--- config.mk ---
export PLATFORM = sky130hd
export DESIGN_NAME = mv_fetch_unit
export DESIGN_NICKNAME = d
export VERILOG_FILES = /design/src/rtl/mv_fetch_pkg.sv /design/src/rtl/fetch_fifo2.sv /design/src/rtl/mv_fetch_unit.sv
export SDC_FILE = /design/constraint.sdc
export NUM_CORES = 1
export LEC_CHECK = 0
export CAP_MARGIN = 25
export CORE_MARGIN = 3
export CORE_UTILIZATION = 45
export CTS_BUF_LIST = sky130_fd_sc_hd__clkbuf_16
export DETAILED_ROUTE_END_ITERATION = 12
export GPL_ROUTABILITY_DRIVEN = 0
export PLACE_DENSITY = 0.69
export SLEW_MARGIN = 20
export SYNTH_ARGS = -nofsm -noshare
export SYNTH_HDL_FRONTEND = slang
export SYNTH_HIERARCHICAL = 1
export SYNTH_SLANG_ARGS = --single-unit
--- constraint.sdc ---
create_clock -name clk -period 3.5 [get_ports clk]
set_input_delay 0.7 -clock clk [delete_from_list [all_inputs] [get_ports clk]]
set_output_delay 0.7 -clock clk [all_outputs]
set_load 0.02 [all_outputs]
--- src/rtl/mv_fetch_pkg.sv ---
// mv_fetch_pkg: shared FSM state encoding and FIFO depth for the matrix-vector fetch unit
package mv_fetch_pkg;
  typedef enum logic [2:0] {IDLE, LOAD_VEC, STREAM, DRAIN, DONE} state_e;
  localparam int FIFO_DEPTH = 2;
endpackage

--- src/rtl/fetch_fifo2.sv ---
// fetch_fifo2: two-entry synchronous FIFO; head reads as zero while empty
module fetch_fifo2
  import mv_fetch_pkg::*;
#(
  parameter int W = 34
) (
  input  logic         clk,
  input  logic         reset,
  input  logic         push,
  input  logic         pop,
  input  logic [W-1:0] din,
  output logic [W-1:0] dout,
  output logic [1:0]   count
);
  logic [W-1:0] mem_q [FIFO_DEPTH];
  logic [W-1:0] mem_d [FIFO_DEPTH];
  logic wr_q, wr_d, rd_q, rd_d;
  logic [1:0] cnt_q, cnt_d;
  always_comb begin
    mem_d = mem_q;
    if (push) mem_d[wr_q] = din;
    wr_d = wr_q ^ push;
    rd_d = rd_q ^ pop;
    cnt_d = cnt_q + {1'b0, push} - {1'b0, pop};
  end
  always_ff @(posedge clk) begin
    if (reset) begin
      mem_q <= '{default: '0};
      wr_q <= 1'b0;
      rd_q <= 1'b0;
      cnt_q <= '0;
    end else begin
      mem_q <= mem_d;
      wr_q <= wr_d;
      rd_q <= rd_d;
      cnt_q <= cnt_d;
    end
  end
  assign dout = (cnt_q != 2'd0) ? mem_q[rd_q] : '0;
  assign count = cnt_q;
endmodule

--- src/rtl/mv_fetch_unit.sv ---
// mv_fetch_unit: loads an N-vector, then streams an NxN row-major matrix paired with vector elements
module mv_fetch_unit
  import mv_fetch_pkg::*;
#(
  parameter int ADD_SIZE  = 16,
  parameter int DATA_SIZE = 16,
  parameter int MAX_N     = 8,
  parameter int DIM_W     = $clog2(MAX_N + 1)
) (
  input  logic                 clk,
  input  logic                 reset,
  input  logic                 start,
  input  logic [DIM_W-1:0]     n_dim,
  input  logic [ADD_SIZE-1:0]  mat_base,
  input  logic [ADD_SIZE-1:0]  vec_base,
  output logic                 mem_rd,
  output logic [ADD_SIZE-1:0]  mem_addr,
  input  logic [DATA_SIZE-1:0] mem_rdata,
  output logic                 out_valid,
  input  logic                 out_ready,
  output logic [DATA_SIZE-1:0] out_mat,
  output logic [DATA_SIZE-1:0] out_vec,
  output logic                 out_last_col,
  output logic                 out_last_row,
  output logic                 busy,
  output logic                 done
);
  localparam int IW = (MAX_N > 1) ? $clog2(MAX_N) : 1;
  localparam int FW = 2 * DATA_SIZE + 2;
  state_e state_q, state_d;
  logic [ADD_SIZE-1:0] addr_q, addr_d, mat_base_q, mat_base_d;
  logic [IW-1:0] nm1_q, nm1_d, c_q, c_d, r_q, r_d, vec_idx_q, vec_idx_d, pend_c_q, pend_c_d;
  logic vec_wr_q, vec_wr_d, pend_q, pend_d, pend_lc_q, pend_lc_d, pend_lr_q, pend_lr_d;
  logic [DATA_SIZE-1:0] vec_buf [MAX_N];
  logic [FW-1:0] fifo_dout;
  logic [1:0] fifo_cnt, occ;
  logic pop, last_c, last_r, start_ok;
  assign out_valid = fifo_cnt != 2'd0;
  assign pop = out_valid && out_ready;
  assign last_c = c_q == nm1_q;
  assign last_r = r_q == nm1_q;
  assign start_ok = start && n_dim != '0 && n_dim <= DIM_W'(MAX_N);
  // Occupancy counts the slot freed by this cycle's pop so a steady stream issues every cycle
  assign occ = fifo_cnt - {1'b0, pop} + {1'b0, pend_q};
  assign mem_rd = state_q == LOAD_VEC || (state_q == STREAM && !occ[1]);
  assign mem_addr = mem_rd ? addr_q : '0;
  assign busy = state_q != IDLE;
  assign done = state_q == DONE;
  assign {out_mat, out_vec, out_last_col, out_last_row} = fifo_dout;
  always_comb begin
    state_d = state_q;
    addr_d = addr_q;
    mat_base_d = mat_base_q;
    nm1_d = nm1_q;
    c_d = c_q;
    r_d = r_q;
    vec_wr_d = 1'b0;
    vec_idx_d = vec_idx_q;
    pend_d = 1'b0;
    pend_c_d = pend_c_q;
    pend_lc_d = pend_lc_q;
    pend_lr_d = pend_lr_q;
    case (state_q)
      IDLE: if (start) begin
        state_d = start_ok ? LOAD_VEC : DONE;
        addr_d = vec_base;
        mat_base_d = mat_base;
        nm1_d = IW'(n_dim - 1'b1);
        c_d = '0;
        r_d = '0;
      end
      LOAD_VEC: begin
        vec_wr_d = 1'b1;
        vec_idx_d = c_q;
        addr_d = last_c ? mat_base_q : addr_q + 1'b1;
        c_d = last_c ? '0 : c_q + 1'b1;
        state_d = last_c ? STREAM : LOAD_VEC;
      end
      STREAM: if (mem_rd) begin
        pend_d = 1'b1;
        pend_c_d = c_q;
        pend_lc_d = last_c;
        pend_lr_d = last_r;
        addr_d = addr_q + 1'b1;
        c_d = last_c ? '0 : c_q + 1'b1;
        r_d = last_c ? r_q + 1'b1 : r_q;
        state_d = (last_c && last_r) ? DRAIN : STREAM;
      end
      DRAIN: if (!pend_q && fifo_cnt == 2'd1 && pop) state_d = DONE;
      DONE: state_d = IDLE;
      default: state_d = IDLE;
    endcase
  end
  always_ff @(posedge clk) begin
    if (reset) begin
      state_q <= IDLE;
      addr_q <= '0;
      mat_base_q <= '0;
      nm1_q <= '0;
      c_q <= '0;
      r_q <= '0;
      vec_wr_q <= 1'b0;
      vec_idx_q <= '0;
      pend_q <= 1'b0;
      pend_c_q <= '0;
      pend_lc_q <= 1'b0;
      pend_lr_q <= 1'b0;
    end else begin
      state_q <= state_d;
      addr_q <= addr_d;
      mat_base_q <= mat_base_d;
      nm1_q <= nm1_d;
      c_q <= c_d;
      r_q <= r_d;
      vec_wr_q <= vec_wr_d;
      vec_idx_q <= vec_idx_d;
      pend_q <= pend_d;
      pend_c_q <= pend_c_d;
      pend_lc_q <= pend_lc_d;
      pend_lr_q <= pend_lr_d;
    end
  end
  always_ff @(posedge clk) if (vec_wr_q) vec_buf[vec_idx_q] <= mem_rdata;
  // Vector element is looked up when the matrix word returns, after the last vector word has landed
  fetch_fifo2 #(.W(FW)) u_fifo (
    .clk(clk),
    .reset(reset),
    .push(pend_q),
    .pop(pop),
    .din({mem_rdata, vec_buf[pend_c_q], pend_lc_q, pend_lr_q}),
    .dout(fifo_dout),
    .count(fifo_cnt)
  );
endmodule

After elaboration in Yosys (flattened, before gate mapping)

Memory sizes are Yosys's and may differ from the RTL's. A register that Yosys moved wholly into a read port is not among the register bits.
Cells that the tools add are included.

Flip-flop bits (word level): 126
Bits in writable memories: 128
Input bits: 56
Output and inout port bits: 54
Logic and storage cells: 101
Memories kept: 1

Memory list:

| name    | words | width | rd ports | clocked after Yosys merged registers in | write ports | line                | source |
|---|---|---|---|---|---|---|---|
| vec_buf | 8     | 16    | 1        | 1                                       | 1           | mv_fetch_unit.sv:34 | `logic [DATA_SIZE-1:0] vec_buf [MAX_N];` |

Add/subtract/negate cells: 8
Magnitude comparators: 4
Equal/unequal tests: 11
Mux-type cells: 32
Bitwise operators: 5
Reduce and logical (&&, ||, !) cells: 23

Operators by type and width:

| cell                                                 | count |
|---|---|
| two-way mux 34 bit                                   | 5 |
| bitwise mux 68 bit                                   | 1 |
| two-way mux 16 bit                                   | 4 |
| one-hot mux 16 bit (3 select lines)                  | 1 |
| demux 34 bit (select 1 bit)                          | 1 |
| two-way mux 3 bit                                    | 11 |
| adder 16 x 1 -> 16 bit (second input constant)       | 1 |
| one-hot mux 3 bit (4 select lines)                   | 1 |
| one-hot mux 3 bit (3 select lines)                   | 1 |
| logical AND 1 bit                                    | 8 |
| != test 2 bit (second input constant)                | 4 |
| adder 3 x 1 -> 3 bit (second input constant)         | 2 |
| equality test 3 x 2 -> 1 bit (second input constant) | 2 |
| equality test 3 bit                                  | 2 |
| one-hot mux 3 bit (2 select lines)                   | 1 |
| AND reduction 3 bit                                  | 2 |
| nonzero test 3 bit                                   | 2 |
| two-way mux 1 bit                                    | 5 |
| adder 2 x 1 -> 2 bit                                 | 2 |
| >= comparator 2 bit (second input constant)          | 2 |
| <= comparator 4 bit (second input constant)          | 1 |
| inverter 1 -> 2 bit                                  | 2 |
| AND reduction 2 bit                                  | 2 |
| AND reduction 4 bit                                  | 1 |
| other kinds (15)                                     | 19 |

Depth between registers and ports, before layout

Gate-level depths: netlist (run 1).

Depth in word-level cells: 10
Mapped depth: 9
Depth with buffers taken out: 8

Hierarchy

The synthesis (run 1) kept the hierarchy.

By module, submodules not included:

| module        | instances | cells an instance | area each (um^2) | sequential area each (um^2) |
|---|---|---|---|---|
| mv_fetch_unit | 1         | 596               | 8,023.9          | 4,984.8 |
| fetch_fifo2   | 1         | 313               | 3,198.1          | 1,441.4 |

Worst setup path before layout (run 1)

No wires, ideal clock.

Path type: register to output
From: reg u_fifo.cnt_q[1], in the netlist u_fifo/count[1]
To: out mem_addr[10]
Data arrival time: 2.538 ns
Data required time: 2.800 ns
Path slack: 0.262 ns
Cell stages (with the launch flop): 10
Path buffers: 2
Path through: dfxtp_1 -> or2_2 -> and2_1 -> ha_1 -> nor2b_1 -> xnor2_1 -> clkbuf_1 -> a21oi_1 -> buf_2 -> nor2b_1

Cells in the longest elaborated chain, start to end: 8

Ends and longest elaborated chain:

| what                      | line                | source |
|---|---|---|
| start: declaration        | fetch_fifo2.sv:18   | `logic [1:0] cnt_q, cnt_d;` |
| start signal: assignment  | fetch_fifo2.sv:36   | `cnt_q <= cnt_d;` |
| nonzero test 2 bit        | mv_fetch_unit.sv:38 | `assign out_valid = fifo_cnt != 2'd0;` |
| via out_valid             | mv_fetch_unit.sv:19 | `output logic out_valid,` |
| logical AND 1 bit         | mv_fetch_unit.sv:39 | `assign pop = out_valid && out_ready;` |
| via pop                   | mv_fetch_unit.sv:37 | `logic pop, last_c, last_r, start_ok;` |
| subtractor 2 x 1 -> 2 bit | mv_fetch_unit.sv:44 | `assign occ = fifo_cnt - {1'b0, pop} + {1'b0, pend_q};` |
| adder 2 x 1 -> 2 bit      | mv_fetch_unit.sv:44 |  |
| zero test 1 bit           | mv_fetch_unit.sv:45 | `assign mem_rd = state_q == LOAD_VEC \|\| (state_q == STREAM && !occ[1]);` |
| logical AND 1 bit         | mv_fetch_unit.sv:45 |  |
| logical OR 1 bit          | mv_fetch_unit.sv:45 |  |
| two-way mux 16 bit        | mv_fetch_unit.sv:46 | `assign mem_addr = mem_rd ? addr_q : '0;` |
| end: declaration          | mv_fetch_unit.sv:17 | `output logic [ADD_SIZE-1:0] mem_addr,` |

The timed path passes the listed nets, and every way through them passes these cells.

Worst setup path after layout (run 1)

From: reg u_fifo.cnt_q[1], in the netlist u_fifo/count[1]
To: out mem_addr[5]

Cells in the longest elaborated chain, start to end: 8

Ends and longest elaborated chain:

| what                      | line |
|---|---|
| nonzero test 2 bit        | mv_fetch_unit.sv:38 |
| logical AND 1 bit         | mv_fetch_unit.sv:39 |
| via pop                   | mv_fetch_unit.sv:37 |
| subtractor 2 x 1 -> 2 bit | mv_fetch_unit.sv:44 |
| adder 2 x 1 -> 2 bit      | mv_fetch_unit.sv:44 |
| zero test 1 bit           | mv_fetch_unit.sv:45 |
| logical AND 1 bit         | mv_fetch_unit.sv:45 |
| logical OR 1 bit          | mv_fetch_unit.sv:45 |
| two-way mux 16 bit        | mv_fetch_unit.sv:46 |

The timed path passes the listed nets, and every way through them passes these cells.

==> impl_results.md, run 1 <==
- Reg-to-reg startpoint: u_fifo/count[1]
- Rows: 57
- Worst IR Drop VDD: 0.478 mV
- Final #Nets: 1,089
- Period minus WS final: between 3 and 4 ns
- Clock buffer depth: 3
- FF-to-FF End: addr_q[13]
- Die area: between 20,000 and 30,000 sq um
- Post-DRT Antenna Nets: 0
- Clk slew on worst S/H paths: 0.05 ns
- Placed cells: 1,316
- Metal-1 WL: between 10,000 and 15,000 um
- Reg-to-reg setup timing slack: 0.66 ns
- Worst-path maximum fanout: 8
- Clock Sink Count: 257
- Routed wl met2: around 12,000 um
- Relative slew slack: a little over a third
- Slew at the pin closest to its max-slew limit: ~0.97 ns
- Clock Skews: 0.00880 ns
- Final Instance Area: 13,500 sq um
- Initial antenna violation count: 0
- Chip height: 164 um
- Unique masters post-synth: 67
- Commonest cells after routing, fill and taps aside: 143 x nor2_1, 128 x edfxtp_1, 126 x dfxtp_1
- Hold_buf cts: 0
- Non-filler cells, final: 1,370
- Fill cell count: 2,085
- Hold_ws: 0.450 ns
- Fmax: slightly below 0.3 GHz
- Simple-gate share of the synthesized area: 11.9%
- Pre-antenna DRT Iters: 8
- Final Hold Fails: 0
- Sequential area share after synthesis: 57.3%
- Async set or reset register ratio after synthesis: 0%
- Mapped cell area: 11,200 sq um
- Total power: 0.00919 W
- Global-route usage over all layers: 18.6%
- Core area: 24,400 sq um
- DR top layer: met4
- CTS Buf Count: 28
- Crit path DAT: 2.72 ns
- Vias in the first global route: 7,303
- Post-Syn Nets: 974
- Commonest non-fill, non-tap cell in the layout: nor2_1
- PD cells: 679 nW/um^2
- Outcome: complete, no violations
- WS Path Type: reg2out
- Fin. max-slew vios: 0
- Total congestion overflow: 0
- Residual DRC: 0
- Antenna cells: 0
- Adder-cell share of the synthesized area: 1.00%
- Port Buf Inserts: roughly 110
- Starting Density: between 40 and 50%
- Root buffer cell: clkbuf_16
- Vias per cell: 5.41
- Final number of setup-violating endpoints: 0
- Yosys reg bits: 257
- Worst setup margin: 0.0790 ns
- Post-Synthesis Cells: 909
- Largest net degree at the start of global routing: 58
- Die W: about 160 um
- Largest family of logic cells by synthesized area: multiplexers
- Final WL: 25,200 um
- H-tree depth: 1
- EDFF count, synth: 128
- Fin crit share: 97.7%
- Xor/xnor cell area share of the yosys netlist: 1.53%
- Req. time, crit path: 2.80 ns
- Yosys warns: 6
- Cell Area, Placed: 12,600 sq um
- CTS tree: yes
- Multiplexer share of the synthesized area: 17.4%
- Leak: 4.49 nW
- Mean Syn Cell Area: about 12 sq um
- Postcts setup bufs: 0
- Dominant synthesized flop cell: dfxtp_1
- R2R depth: 9
- Vias: 7,406
- Worst skew pair latency: 0.53 ns
- Drt first-iter violations: 602
- Worst hold path class: reg2reg
- Post-DP HPWL: 16,300 um
- Area grow syn2layout: 20.6%
- First-pass GRT wire length: 39,600 um
- I/O pin count: 110
- Post-synthesis compound-gate area fraction: 7.05%
- WL met3: 1350 um
- Crit end category: output pin
- Worst Setup SP: u_fifo/count[1]
- Pre-CTS setup slack: -0.204 ns
- Critical Path Start Type: flop
- Max_cap viols: 0
- Routed WL per cell: 18.4 um
- Ratio of cells with drive above 1 in the final layout: 15.8%
- Critical path endpoint: mem_addr[5]
==> worst min path at each step <==
stage	from	slack, ns	end	depth (start not counted)
after detailed placement	mat_base_q[2]	0.44	mat_base_q[2]	2
final	pend_c_q[0]	0.45	flop	2
after global placement	pend_c_q[0]	0.44	flop	2
after global routing	mat_base_q[15]	0.48	mat_base_q[15]	2
after floorplan	mat_base_q[2]	0.43	mat_base_q[2]	2
after CTS	mat_base_q[2]	0.45	mat_base_q[2]	2
==> logic make-up after synthesis <==
group	Yosys count
adders and majority gates	9
xor gates and xnor gates	18
and+or+nand+nor	290
AOI/OAI and AO/OA	112
DFF	257
buffers and inverters	70
muxes	153
==> registers in the layout (all words and copies together), names as in the netlist, named ones only <==
name	cells
pend_c_q	3
u_fifo/rd_q	1
r_q	3
addr_q	16
state_q	3
mat_base_q	16
vec_buf	128
nm1_q	3
u_fifo/wr_q	1
pend_q	1
c_q	3
vec_wr_q	1
u_fifo/count	2
pend_lc_q	1
u_fifo/mem_q	68
vec_idx_q	3
pend_lr_q	1
==> area by class of cell <==
type | instances | area [sq um] | share of cell area [%]
tap | 324 | 405 | 3.00
clock buffer | 29 | 726 | 5.36
timing repair buffer | 141 | 1340 | 9.92
multi-input combinational | 582 | 4420 | 32.7
clock inverter | 23 | 159 | 1.17
inverter | 14 | 52.6 | 0.388
sequential | 257 | 6430 | 47.5
==> worst max-delay path: stages (launching register included) <==
cell,delay (ns)
dfxtp_2,0.35
or2_2,0.31
and2_1,0.18
ha_1,0.31
nor2b_4,0.16
xnor2_2,0.10
a21oi_4,0.27
buf_12,0.16
nor2_1,0.04
dlygate4sd2_1,0.31
==> per-layer routing <==
layer,vias up,track usage [%]
met3,37,2.77
met1,3595,25.9
li1,3559,-
met5,-,0
met2,215,31.2
met4,0,4.23
==> synthesized netlist by cell type, types with 15 or more instances <==
master    count  share of area, %
buf_2        19              0.85
dfxtp_1     129                23
a21oi_1      39               1.7
clkbuf_1     19              0.64
nor3_1       15              0.67
edfxtp_1    128                34
nand2_1      58               1.9
o31ai_1      15               1.0
nor2_1      143               4.8
nor2b_1      18               1.0
mux4_2       32               6.4
mux2_2       16               1.6
mux2i_1     104               9.3
==> metrics by stage <==
step,utilization [%],TNS [ns]
floorplan,-,0
global placement,51.9,-2.09
detailed placement,51.9,-2.97
CTS,55.4,0
global route,55.5,-0.0285
finish,55.5,0
==> report_power, final <==
group | switching, W | internal, W | leakage (nW)
Combinational | 0.00158 | 0.00113 | 1.82
Clock | 0.00115 | 0.00164 | 0.472
Sequential | 0.000283 | 0.00342 | 2.20
==> repair_timing <==
action | 4_1_cts | 5_1_grt
resized for setup | 21 | 31
hold endpoints to repair | 0 | 0
endpoints found under the setup margin | 17 | 17
cloned | 0 | 1
pin swaps | 0 | 0
Power figures use the tool's default switching activity.
==> run 2, diff against run 1 <==
--- a/config.mk
+++ b/config.mk
@@ -12,6 +12,7 @@
 export DETAILED_ROUTE_END_ITERATION = 12
 export GPL_ROUTABILITY_DRIVEN = 0
 export PLACE_DENSITY = 0.69
+export RECOVER_POWER = 25
 export SLEW_MARGIN = 20
 export SYNTH_ARGS = -nofsm -noshare
 export SYNTH_HDL_FRONTEND = slang
==> run 2 against run 1 <==
Effect of this change:
- critical path type unchanged
- first-iteration DRC count fell by 0.66%
- clock skew barely moved
- non-clock buffer count did not move
- setup slack improved by 0.0011 ns
- hold slack improved by 0.00066 ns
- utilization did not move
- clock power barely moved
- count of clock-buffer cells in the layout did not move
- sequential power barely moved
- critical endpoint unchanged
- design area did not move
- via count rose by 0.14%
- largest power group unchanged
- register-to-register slack barely moved
==> impl_results.md, run 2 (same netlist as run 1, synthesis figures left out) <==
- Pre-CTS setup slack: -0.204 ns (unchanged)
- Routed WL per cell: 18.4 um (about the same)
- Crit end category: output pin (unchanged)
- H-tree depth: 1 (unchanged)
- I/O pin count: 110 (unchanged)
- Biggest register: vec_buf (unchanged)
- Max reg flops: 128 (unchanged)
- Global-route usage over all layers: 18.6% (unchanged)
- Final number of setup-violating endpoints: 0 (unchanged)
- Antenna cells: 0 (unchanged)
- Final Instance Area: 13,500 sq um (unchanged)
- M1 GR Usage: 25.9% (unchanged)
- Root buffer cell: clkbuf_16 (unchanged)
- Post-DP HPWL: 16,300 um (unchanged)
- FF-to-FF End: addr_q[13] (unchanged)
- CTS Buf Count: 28 (unchanged)
- Largest registers: vec_buf x128, u_fifo/mem_q x68 (unchanged)
- Slew at the pin closest to its max-slew limit: 0.968 ns (was 0.967 ns)
- CTS tree: yes (unchanged)
- Crit-path slowest cell: dfxtp_2 (unchanged)
- Post-DRT Antenna Nets: 0 (unchanged)
- Ratio of cells with drive above 1 in the final layout: 15.8% (unchanged)
- CP Cell Sequence: or2_2 > and2_1 > ha_1 > nor2b_4 > xnor2_2 > a21oi_4 > buf_12 > nor2_1 > dlygate4sd2_1 (unchanged)
- Area of the multi-input gates: 4420 sq um (unchanged)
- Met2 usage: 31.2% (unchanged)
- Relative slew slack: 35.3% (about the same)
- Postcts setup bufs: 0 (unchanged)
- Hold endpoint: mat_base_q[2]
- Worst hold path cell count: 2 (unchanged)
- Crit path DAT: 2.72 ns (about the same)
- Commonest non-fill, non-tap cell in the layout: nor2_1 (unchanged)
- Period minus WS final: 3.42 ns (about the same)
- Fill cell count: 2,085 (unchanged)
- Initial antenna violation count: 1 (was 0)
- WS Path Type: reg2out (unchanged)
- Final #Nets: 1,089 (unchanged)
- Total power: 0.00919 W (about the same)
- Commonest cells after routing, fill and taps aside: 143 x nor2_1, 128 x edfxtp_1, 126 x dfxtp_1 (unchanged)
- Fin. max-slew vios: 0 (unchanged)
- Worst IR Drop VDD: 0.477 mV (was 0.478 mV)
- Worst skew pair latency: 0.53 ns (about the same)
- CP top delay family: simple AND/OR/NAND/NOR gates (unchanged)
- First-pass GRT wire length: 39,600 um (unchanged)
- Residual DRC: 0 (unchanged)
- Hold_buf cts: 0 (unchanged)
- Vias: 7,416 (was 7,406)
- Chip height: 164 um (unchanged)
- Reg-to-reg startpoint: u_fifo/count[1] (unchanged)
- Clock Sink Count: 257 (unchanged)
- R2R depth: 9 (unchanged)
- Cell Area, Placed: 12,600 sq um (unchanged)
- Outcome: complete, no violations (unchanged)
- Critical path buffer and inverter count: 2 (unchanged)
- Area grow syn2layout: 20.6% (unchanged)
- Core area: 24,400 sq um (unchanged)
- Drt first-iter violations: 598 (was 602)
- Pre-antenna DRT Iters: 5 (was 8)
- CP peak stage delay: 0.35 ns (about the same)
- GR peak layer: met2 (unchanged)
- Clk slew on worst S/H paths: 0.06 ns (was 0.05 ns)
- Worst hold path class: reg2reg (unchanged)
- Vias per cell: 5.41 (about the same)
- Rows: 57 (unchanged)
- Largest net degree at the start of global routing: 58 (unchanged)
- Final Hold Fails: 0 (unchanged)
- Clock buffer depth: 3 (unchanged)
- Die W: 164 um (unchanged)
- Max_cap viols: 0 (unchanged)
- Starting Density: 46.0% (unchanged)
- Total congestion overflow: 0 (unchanged)
- Die area: 26,900 sq um (unchanged)
- Port Buf Inserts: 109 (unchanged)
- Reg-to-reg setup timing slack: 0.66 ns (about the same)
- Hold Crit Start: mat_base_q[2] (was pend_c_q[0])
- Sequential cell area: 6430 sq um (unchanged)
- Clock Skews: 0.00868 ns (was 0.00880 ns)
- Critical path depth: 9 (unchanged)
- Final setup TNS: 0 ns (unchanged)
- Vias in the first global route: 7,303 (unchanged)
- Critical Path Start Type: flop (unchanged)
- Worst-path maximum fanout: 8 (unchanged)
- PD cells: 679 nW/um^2 (about the same)
- Fmax: 0.292 GHz (about the same)
- GR Util met3: 2.77% (unchanged)
- Fin crit share: 97.7% (about the same)
- Final WL: 25,200 um (about the same)
- Req. time, crit path: 2.80 ns (about the same)
- Worst setup margin: 0.0801 ns (was 0.0790 ns)
- Leak: 4.50 nW (was 4.49 nW)
==> run 2: power breakdown <==
part           total [W]  internal, W  switching [W]
clock network    0.00279      0.00164        0.00115
logic            0.00270      0.00112        0.00158
registers        0.00370      0.00342       0.000283
==> run 2: how the worst max path moves through the flow <==
stage,start,endpoint,slack [ns]
floorplan,u_fifo/count[1],mem_addr[10],0.26
global placement,out_ready,mem_addr[6],-0.14
detailed placement,out_ready,mem_addr[14],-0.20
CTS,u_fifo/count[1],mem_addr[9],0.0003
global route,u_fifo/count[1],mem_addr[5],-0.02
finish,u_fifo/count[1],mem_addr[5],0.08
==> run 2: final cells by class <==
cell class / instances / area share (%)
clock buffer: 29 / 5.36
tap: 324 / 3.00
multi-input combinational: 582 / 32.7
inverter: 14 / 0.388
timing repair buffer: 141 / 9.92
sequential: 257 / 47.5
clock inverter: 23 / 1.17
==> run 2: worst register-to-register path, cell delays in order, from the launching register on <==
cell     delay (ns)
dfxtp_2        0.35
or2_2          0.31
and2_1         0.17
ha_1           0.21
xor2_2         0.17
buf_4          0.14
or3_1          0.41
a311o_1        0.51
o31ai_1        0.35
a32o_1         0.16
==> run 2: per-layer routing <==
metal | up-vias | wire, um
met2 | 204 | 12100
met4 | 2 | 475
met1 | 3609 | 11300
li1 | 3560 | -
met5 | - | 13
met3 | 41 | 1330
==> run 2: repair_timing <==
| action | 4_1_cts | 5_1_grt |
|---|---|---|
| endpoints found under the setup margin | 17 | 17 |
| gates cloned | 0 | 1 |
| pin swaps | 0 | 0 |
| resized for setup | 21 | 31 |
==> run 2: metrics by stage <==
stage          instances  hold slack [ns]  util, %
6_report            1370            0.451     55.5
5_1_grt             1370            0.476     55.5
4_1_cts             1368            0.453     55.4
3_5_place_dp        1316            0.445     51.9
3_3_place_gp        1316            0.436     51.9
2_1_floorplan        909            0.432        -
==> run 3, diff against run 2 <==
==> constraint.sdc (replaced) <==
create_clock -name clk -period 3.2 [get_ports clk]
set_input_delay 0.64 -clock clk [delete_from_list [all_inputs] [get_ports clk]]
set_output_delay 0.64 -clock clk [all_outputs]
set_load 0.02 [all_outputs]
==> run 3 against run 2 <==
Effect of this change:
- setup slack improved by 0.013 ns
- total power is 8.7% higher
- sequential share of layout area increased by 0.11 points
- critical path type unchanged
- critical endpoint is now mem_addr[2]
- largest power group unchanged
==> impl_results.md, run 3 (same netlist as run 1, synthesis figures left out) <==
- Critical path depth: 9 (unchanged)
- Cell Area, Placed: 12,600 sq um (about the same)
- R2R depth: 9 (unchanged)
- Non-filler cells, final: 1,370 (unchanged)
- Root buffer cell: clkbuf_16 (unchanged)
- Area of the multi-input gates: 4430 sq um (was 4420 sq um)
- Slew at the pin closest to its max-slew limit: 1.24 ns (was 0.968 ns)
- PD cells: 740 nW/um^2 (was 679 nW/um^2)
- Vias per cell: 5.42 (was 5.41)
- Ratio of cells with drive above 1 in the final layout: 16.5% (was 15.8%)
- Clock buffer depth: 3 (unchanged)
- Max_cap viols: 0 (unchanged)
- Post-DP HPWL: 16,400 um (was 16,300 um)
- Pre-antenna DRT Iters: 5 (unchanged)
- Outcome: complete, no violations (unchanged)
- Largest net degree at the start of global routing: 59 (was 58)
- CP Cell Sequence: or2_4 > and2_4 > ha_4 > xor2_4 > xnor2_2 > a21oi_2 > bufbuf_16 > nor2b_1 > buf_4 (was or2_2 > and2_1 > ha_1 > nor2b_4 > xnor2_2 > a21oi_4 > buf_12 > nor2_1 > dlygate4sd2_1)
- Worst hold path class: reg2reg (unchanged)
- Worst hold path cell count: 2 (unchanged)
- Critical Path Start Type: flop (unchanged)
- Fill cell count: 2,051 (was 2,085)
- Commonest cells after routing, fill and taps aside: 143 x nor2_1, 128 x edfxtp_1, 127 x dfxtp_1 (was 143 x nor2_1, 128 x edfxtp_1, 126 x dfxtp_1)
- CP top delay family: simple AND/OR/NAND/NOR gates (unchanged)
- Final #Nets: 1,091 (was 1,089)
- Worst-path maximum fanout: 8 (unchanged)
- Clock Sink Count: 257 (unchanged)
- Final WL: 25,100 um (was 25,200 um)
- Final Hold Fails: 0 (unchanged)
- Fin. max-slew vios: 0 (unchanged)
- Commonest non-fill, non-tap cell in the layout: nor2_1 (unchanged)
- RSZ-0062 raised after global routing: no
- Max reg flops: 128 (unchanged)
- Crit end category: output pin (unchanged)
- Vias in the first global route: 7,213 (was 7,303)
- Leak: 4.49 nW (was 4.50 nW)
- Relative slew slack: 17.1% (was 35.3%)
- Clock Skews: 0.00960 ns (was 0.00868 ns)
- First-pass GRT wire length: 39,800 um (was 39,600 um)
- Largest registers: vec_buf x128, u_fifo/mem_q x68 (unchanged)
- Crit-path slowest cell: dfxtp_1 (was dfxtp_2)
- CP peak stage delay: 0.32 ns (was 0.35 ns)
- Worst IR Drop VDD: 0.764 mV (was 0.477 mV)
- Final number of setup-violating endpoints: 0 (unchanged)
- Global-route usage over all layers: 18.7% (was 18.6%)
- Starting Density: 46.0% (unchanged)
- Rows: 57 (unchanged)
- Hold_buf cts: 0 (unchanged)
- Critical path buffer and inverter count: 2 (unchanged)
- Period minus WS final: 3.11 ns
- Biggest register: vec_buf (unchanged)
- Area grow syn2layout: 20.3% (was 20.6%)
- Hold_ws: 0.456 ns (was 0.451 ns)
- Port Buf Inserts: 109 (unchanged)
- Crit path DAT: 2.47 ns (was 2.72 ns)
- WS Path Type: reg2out (unchanged)
- Residual DRC: 0 (unchanged)
- Post-DRT Antenna Nets: 0 (unchanged)
- Routed WL per cell: 18.3 um (was 18.4 um)
- Clk slew on worst S/H paths: 0.06 ns (about the same)
- Vias: 7,419 (was 7,416)
- Total congestion overflow: 0 (unchanged)
- Fin crit share: 97.1%
- Die W: 164 um (unchanged)
- Chip height: 164 um (unchanged)
- Worst skew pair latency: 0.52 ns (was 0.53 ns)
- Final Instance Area: 13,500 sq um (about the same)
- Fmax: 0.322 GHz
- Die area: 26,900 sq um (unchanged)
- Drt first-iter violations: 599 (was 598)
- Initial antenna violation count: 0 (was 1)
- Antenna cells: 0 (unchanged)
- I/O pin count: 110 (unchanged)
- Sequential cell area: 6430 sq um (about the same)
- CTS Buf Count: 27 (was 28)
- Req. time, crit path: 2.56 ns (was 2.80 ns)
- CTS tree: yes (unchanged)
- Placed cells: 1,319 (was 1,316)
- Final setup TNS: 0 ns (unchanged)
- Core area: 24,400 sq um (unchanged)
- Total power: 0.00999 W (was 0.00919 W)
- H-tree depth: 1 (unchanged)
[run 3: metrics by stage]
step           utilization [%]  worst slack, ns
4_1_cts                   55.3           0.0589
5_1_grt                   55.4          0.00923
3_5_place_dp              51.9           -0.349
2_1_floorplan                -           0.0219
6_report                  55.4           0.0933
3_3_place_gp              51.9           -0.306
[run 3: final cells by class]
class                           instances  area share (%)
Inverter                               14           0.389
Clock inverter                         22            1.20
Multi-Input combinational cell        582            32.8
Clock buffer                           27            5.00
Sequential cell                       257            47.6
Tap cell                              324            3.00
Timing Repair Buffer                  144            9.98
[run 3: path summary, 6_finish.rpt]
| path | start | to | slack, ns |
|---|---|---|---|
| setup / recovery | u_fifo/count[1] | mem_addr[2] | 0.09 |
| hold reg to reg | mat_base_q[9] | mat_base_q[9] | 0.46 |
| hold / removal | mat_base_q[9] | mat_base_q[9] | 0.46 |
| setup reg to reg | u_fifo/count[1] | addr_q[9] | 0.58 |
[run 3: power breakdown]
part           switching, W  leakage, nW  internal [W]  total, W
Sequential         0.000293         2.20       0.00373   0.00403
Clock               0.00125        0.438       0.00170   0.00295
Combinational       0.00174         1.86       0.00127   0.00301
[run 3: per-layer routing]
| metal | share of wire (%) | vias up | wire length [um] | global-route usage (%) |
|---|---|---|---|---|
| li1 | - | 3551 | - | - |
| met2 | 48 | 174 | 12200 | 31.5 |
| met4 | 1.6 | 0 | 396 | 4.00 |
| met3 | 4.4 | 32 | 1110 | 2.50 |
| met5 | 0 | - | 0 | 0 |
| met1 | 46 | 3662 | 11400 | 26.2 |
[run 3: worst min-delay path: cells and delay by family (launching register included)]
kind	cells	cell delay (ns)
simple gates	1	0.05
compound gates	1	0.05
flops	1	0.31
[run 3: what timing repair did]
action | 4_1_cts | 5_1_grt
cloned | 1 | 0
endpoints found under the setup margin | 17 | 4
buffers inserted | 1 | 0
pin swaps | 2 | 0
gates resized for setup | 75 | 2
